==> src/rtl/store_buffer_pkg.sv <==
// Shared types for the store buffer: store-size encodings, request FSM
// states and the queued entry layout.
package store_buffer_pkg;

  // funct3 encodings of the store-size selector
  localparam logic [2:0] ST_SB = 3'b000;
  localparam logic [2:0] ST_SH = 3'b001;
  localparam logic [2:0] ST_SW = 3'b010;

  // Memory request FSM
  typedef enum logic {
    S_IDLE = 1'b0,
    S_REQ  = 1'b1
  } req_state_t;

  // One queued store: word address, lane-replicated data, byte enables
  typedef struct packed {
    logic [29:0] addr;
    logic [31:0] wdata;
    logic [3:0]  wmask;
  } sb_entry_t;

endpackage

==> src/rtl/store_buffer_align.sv <==
// store_align: combinational byte-lane placement for SB/SH/SW stores.
// Produces replicated write data, the byte-enable mask, a legal-selector
// flag and a misalignment flag (SH on an odd byte, SW off a word boundary).
module store_align
  import store_buffer_pkg::*;
(
  input  logic [1:0]  addr,
  input  logic [31:0] data,
  input  logic [2:0]  st_sel,
  output logic [31:0] wdata,
  output logic [3:0]  wmask,
  output logic        legal,
  output logic        misalign
);

  // Lane replication and mask generation from the low address bits
  always_comb begin
    wdata    = '0;
    wmask    = '0;
    legal    = 1'b0;
    misalign = 1'b0;
    case (st_sel)
      ST_SB: begin
        legal = 1'b1;
        wdata = {4{data[7:0]}};
        wmask = 4'b0001 << addr;
      end
      ST_SH: begin
        legal    = 1'b1;
        misalign = addr[0];
        if (addr == 2'b01) begin
          // halfword straddling the middle lanes
          wdata = {8'h00, data[15:0], 8'h00};
          wmask = 4'b0110;
        end else if (addr[1]) begin
          wdata = {2{data[15:0]}};
          wmask = 4'b1100;
        end else begin
          wdata = {2{data[15:0]}};
          wmask = 4'b0011;
        end
      end
      ST_SW: begin
        legal    = 1'b1;
        misalign = |addr;
        wdata    = data;
        wmask    = 4'b1111;
      end
      default: begin
        legal = 1'b0;
      end
    endcase
  end

endmodule

==> src/rtl/store_buffer.sv <==
// store_buffer: queues aligned stores in a DEPTH-entry FIFO and drains them
// to data memory over a req/ack handshake.
// Optional feature macro: STORE_MISALIGN_TRAP_EN -- misaligned SH/SW stores
// are consumed but not queued, and st_misalign pulses for one cycle.
//
// state  | meaning
// S_IDLE | no request presented to memory
// S_REQ  | head entry presented on mem_*; popped on mem_ack
module store_buffer
  import store_buffer_pkg::*;
#(
  parameter int DEPTH = 4
) (
  input  logic                     clk,
  input  logic                     rst_n,
  input  logic                     st_valid,
  output logic                     st_ready,
  input  logic [31:0]              st_addr,
  input  logic [31:0]              st_data,
  input  logic [2:0]               StSel,
  output logic                     mem_req,
  input  logic                     mem_ack,
  output logic [31:0]              mem_addr,
  output logic [31:0]              mem_wdata,
  output logic [3:0]               mem_wmask,
  output logic                     sb_empty,
  output logic [$clog2(DEPTH):0]   sb_count
`ifdef STORE_MISALIGN_TRAP_EN
  ,
  output logic                     st_misalign
`endif
);

  localparam int PW = $clog2(DEPTH);
  localparam int CW = PW + 1;

  sb_entry_t          fifo_mem [DEPTH];
  sb_entry_t          head_entry;
  logic [PW-1:0]      head;
  logic [PW-1:0]      tail;
  logic [CW-1:0]      count;
  req_state_t         state;
  req_state_t         state_nxt;

  logic [31:0]        al_wdata;
  logic [3:0]         al_wmask;
  logic               al_legal;
  logic               al_misalign;
  logic               enq_ok;
  logic               full;
  logic               push;
  logic               pop;

  store_align u_align (
    .addr     (st_addr[1:0]),
    .data     (st_data),
    .st_sel   (StSel),
    .wdata    (al_wdata),
    .wmask    (al_wmask),
    .legal    (al_legal),
    .misalign (al_misalign)
  );

`ifdef STORE_MISALIGN_TRAP_EN
  assign enq_ok = al_legal && !al_misalign;
`else
  logic unused_misalign;
  assign unused_misalign = al_misalign;
  assign enq_ok          = al_legal;
`endif

  // st_ready depends only on registered occupancy, never on mem_ack
  assign full     = (count == CW'(DEPTH));
  assign st_ready = !full;
  assign mem_req  = (state == S_REQ);
  assign push     = st_valid && st_ready && enq_ok;
  assign pop      = mem_req && mem_ack;

  // Entry storage; contents are qualified by count, so no reset needed
  always_ff @(posedge clk) begin
    if (push) begin
      fifo_mem[tail] <= '{addr: st_addr[31:2], wdata: al_wdata, wmask: al_wmask};
    end
  end

  // Head/tail pointers wrap naturally at DEPTH (power of two)
  always_ff @(posedge clk or negedge rst_n) begin
    if (!rst_n) begin
      head <= '0;
      tail <= '0;
    end else begin
      if (push) tail <= tail + PW'(1);
      if (pop)  head <= head + PW'(1);
    end
  end

  // Occupancy tracking; push and pop together leave it unchanged
  always_ff @(posedge clk or negedge rst_n) begin
    if (!rst_n) begin
      count <= '0;
    end else begin
      case ({push, pop})
        2'b10:   count <= count + CW'(1);
        2'b01:   count <= count - CW'(1);
        default: count <= count;
      endcase
    end
  end

  // Request FSM state register
  always_ff @(posedge clk or negedge rst_n) begin
    if (!rst_n) state <= S_IDLE;
    else        state <= state_nxt;
  end

  // Request FSM next state; IDLE looks at registered count so a push into
  // an empty buffer raises mem_req one cycle later
  always_comb begin
    state_nxt = state;
    case (state)
      S_IDLE: begin
        if (count != '0) state_nxt = S_REQ;
      end
      S_REQ: begin
        if (pop && !push && (count == CW'(1))) state_nxt = S_IDLE;
      end
      default: state_nxt = S_IDLE;
    endcase
  end

  // Memory-side outputs are zero whenever no request is presented
  always_comb begin
    head_entry = fifo_mem[head];
    mem_addr   = '0;
    mem_wdata  = '0;
    mem_wmask  = '0;
    if (mem_req) begin
      mem_addr  = {head_entry.addr, 2'b00};
      mem_wdata = head_entry.wdata;
      mem_wmask = head_entry.wmask;
    end
  end

  assign sb_empty = (count == '0);
  assign sb_count = count;

`ifdef STORE_MISALIGN_TRAP_EN
  // One-cycle flag after accepting a misaligned SH/SW
  always_ff @(posedge clk or negedge rst_n) begin
    if (!rst_n) st_misalign <= 1'b0;
    else        st_misalign <= st_valid && st_ready && al_legal && al_misalign;
  end
`endif

endmodule

==> config.mk <==
export PLATFORM = sky130hd
export DESIGN_NAME = store_buffer
export DESIGN_NICKNAME = d
export VERILOG_FILES = /design/src/rtl/store_buffer_pkg.sv /design/src/rtl/store_buffer_align.sv /design/src/rtl/store_buffer.sv
export SDC_FILE = /design/constraint.sdc
export NUM_CORES = 1
export LEC_CHECK = 0
export ABC_AREA = 1
export CAP_MARGIN = 20
export CORE_MARGIN = 3
export CORE_UTILIZATION = 40
export CTS_CLUSTER_SIZE = 16
export DETAILED_ROUTE_END_ITERATION = 7
export PLACE_DENSITY = 0.64
export SYNTH_ARGS = -nofsm -noshare
export SYNTH_HDL_FRONTEND = slang
export SYNTH_SLANG_ARGS = --single-unit
export TNS_END_PERCENT = 100
==> constraint.sdc <==
create_clock -name clk -period 4.4 [get_ports clk]
set_input_delay 0.44 -clock clk [delete_from_list [all_inputs] [get_ports clk]]
set_output_delay 0.44 -clock clk [all_outputs]
set_load 0.03 [all_outputs]
==> results.cfg <==
[run_status]
status = completed

[synth]
synth_largest_area_cell = edfxtp_1
synth_seq_area_share_pct = 65.0
synth_top_area_share_pct = 63.4
synth_area_leaders = edfxtp_1 (63%), nand2_1 (10%), inv_1 (9.2%)
synth_warnings = 0
yosysUniqueCellTypes = 21
synth_cells = 1295
synth-seq-cells = 272
synth_area_um2 = 12500
syn_avg_cell_area_um2 = 9.65

[global_route]
grt.busiest_layer = met2
first_global_vias = 8664
grt-ovfl-total = 0
globalRouteMet3Util_pct = 2.66
track_usage_pct = 17.4
grt_max_degree = 74
use_met2_pct = 29.4
grt_antenna_before_repair = 0
grt_first_pass_wirelength_mm = 46.2
use_met1_pct = 23.6

[clocking]
clock_latency_ns = 0.54
tritoncts = done
cts_buffers = 29
post_cts.repair.setup_buffers = 0
hold_buffers = 0
clk_path_buf_depth = 3
clk_pin_slew_ns = 0.06
postCtsResizedCells = 0
cts_root_buf = clkbuf_16
cts.htree.levels = 1
numClockSinks = 272

[hold_path]
holdCritPathClass = in -> async

[timing]
fin_worst_skew_ns = 0.0121
rsz0062_at_grt = no
hold_slack_ns = 0.207
slew-limit-headroom_pct = 37.8
slew_violations = 0
max_freq_mhz = 258
worstMarginPinSlew_ns = 0.932
setup_slack_ns = 0.520
finalCritPeriodShare_pct = 88.2
setup_violations = 0
fin_crit_ns = 3.88
finalHoldViolCount = 0

[setup_path]
cp.required_ns = 3.96
timing.rr.start = sb_count[0]
crit_arrival_ns = 3.44
crit_path_start_kind = register
cp_max_fo = 65
crit_start = head[0]
crit_type = reg -> out
crit_path_end_kind = output pin

[final_layout]
stdcell_count = 1841
diodes = 0
synthToLayoutAreaGrowth_pct = 22.0
layout.nets = 1505
utilization_pct = 49.7
nFillCells = 2761
drive_above_1_share_pct = 5.05

[route]
vias = 8772
ant_nets = 0
routedWlPerCell_um = 15.8
dr.pass1.iters = 5
drtIter0Drc = 509
wirelength_mm = 29.1
drc_errors = 0
vias_per_cell = 4.76

[flow_run]
drv_cap = 0

[floorplan]
start_util_pct = 40.8
rows = 64
coreArea_um2 = 30700
die_area_um2 = 33400
fp.dieW_um = 183
die_y_um = 183
num_io_pins = 145

[power_and_ir_drop]
p_leak_nw = 6.62
power_density_nw_per_um2 = 663
power.total_mw = 10.1
ir_drop_mv = 0.625

[placed_design]
io_buffers = 142
dp.cells = 1789
gp_congestion = 0.870
pre_cts_ws_ns = 1.04
post-dp-hpwl_mm = 17.7
==> Yosys cell counts <==
cell type,number
nor2_1,18
buf_1,3
nand3_1,200
xor2_1,1
o211ai_1,1
nand2_2,1
dfrtp_1,8
inv_2,4
ha_1,10
clkbuf_1,23
buf_2,26
nand2_1,336
conb_1,1
inv_1,306
a21oi_1,70
o21ai_0,8
nor3_2,1
edfxtp_1,264
xnor2_1,1
buf_4,9
nor2_2,4
==> where the power goes <==
part	leakage [nW]	switching, mW	internal, mW
Sequential	2.51	0.158	3.08
Clock	0.451	0.944	1.44
Combinational	3.67	2.91	1.57
==> area by class of cell <==
cell class | count | area (um^2) | area share [%]
Timing Repair Buffer | 158 | 1580 | 10.4
Clock inverter | 14 | 168 | 1.10
Sequential cell | 272 | 8130 | 53.3
Inverter | 310 | 1170 | 7.65
Multi-Input combinational cell | 653 | 2950 | 19.3
Clock buffer | 38 | 759 | 4.98
Tap cell | 396 | 495 | 3.25
==> cells in the final DEF, fill, tap and decap left out, drive strengths merged <==
master,n
nand2,337
conb,2
inv,309
clkbuf,38
clkdlybuf4s50,142
dfrtp,8
o211ai,1
bufinv,4
o21ai,8
a21oi,70
buf,16
clkinv,10
xnor2,1
nor3,1
xor2,1
nand3,200
clkinvlp,1
edfxtp,264
nor2,22
ha,10
==> final timing paths <==
check,end,slack (ns),cells after the start
worst max-delay path,mem_addr[28],0.52,6
worst min-delay path,sb_count[2],0.21,1
worst max register to register,fifo_mem[0][43],2.01,8
worst min register to register,sb_count[1],0.55,2
max in group asynchronous,head[0],3.86,1
min in group clk,fifo_mem[2][53],0.54,1
==> routing by layer <==
metal	vias to the layer above	share of wire, %
met5	-	0
met3	53	6.3
li1	4360	-
met4	0	2.5
met1	4088	43
met2	271	48
==> worst max-delay path: stages (launching register included) <==
cell	delay [ns]
dfrtp_4	0.88
inv_4	0.47
buf_4	0.40
nand2_1	0.11
nand3_1	0.07
a21oi_1	0.24
clkdlybuf4s50_1	0.71
==> per-stage QoR <==
| step | cell area, um^2 | TNS (ns) |
|---|---|---|
| 2_1_floorplan | 12500 | -86.56 |
| 3_3_place_gp | 14300 | 0 |
| 3_5_place_dp | 14300 | 0 |
| 4_1_cts | 15300 | 0 |
| 5_1_grt | 15300 | 0 |
| 6_report | 15300 | 0 |
==> flip-flops by register name, indices dropped and copies added, names as in the netlist <==
name and count:
fifo_mem 264, sb_count 3, head 2, tail 2, mem_req 1
==> kinds of logic after synthesis <==
| group | Yosys count | synth area share, % |
|---|---|---|
| adders and majority gates | 10 | 1.00 |
| AOI/OAI and AO/OA | 79 | 3.18 |
| buffers and inverters | 371 | 11.7 |
| DFF | 272 | 65.0 |
| and+or+nand+nor | 560 | 19.0 |
| xor gates and xnor gates | 2 | 0.140 |
| other | 1 | 0.0300 |
(Power assumes the default switching activity.)
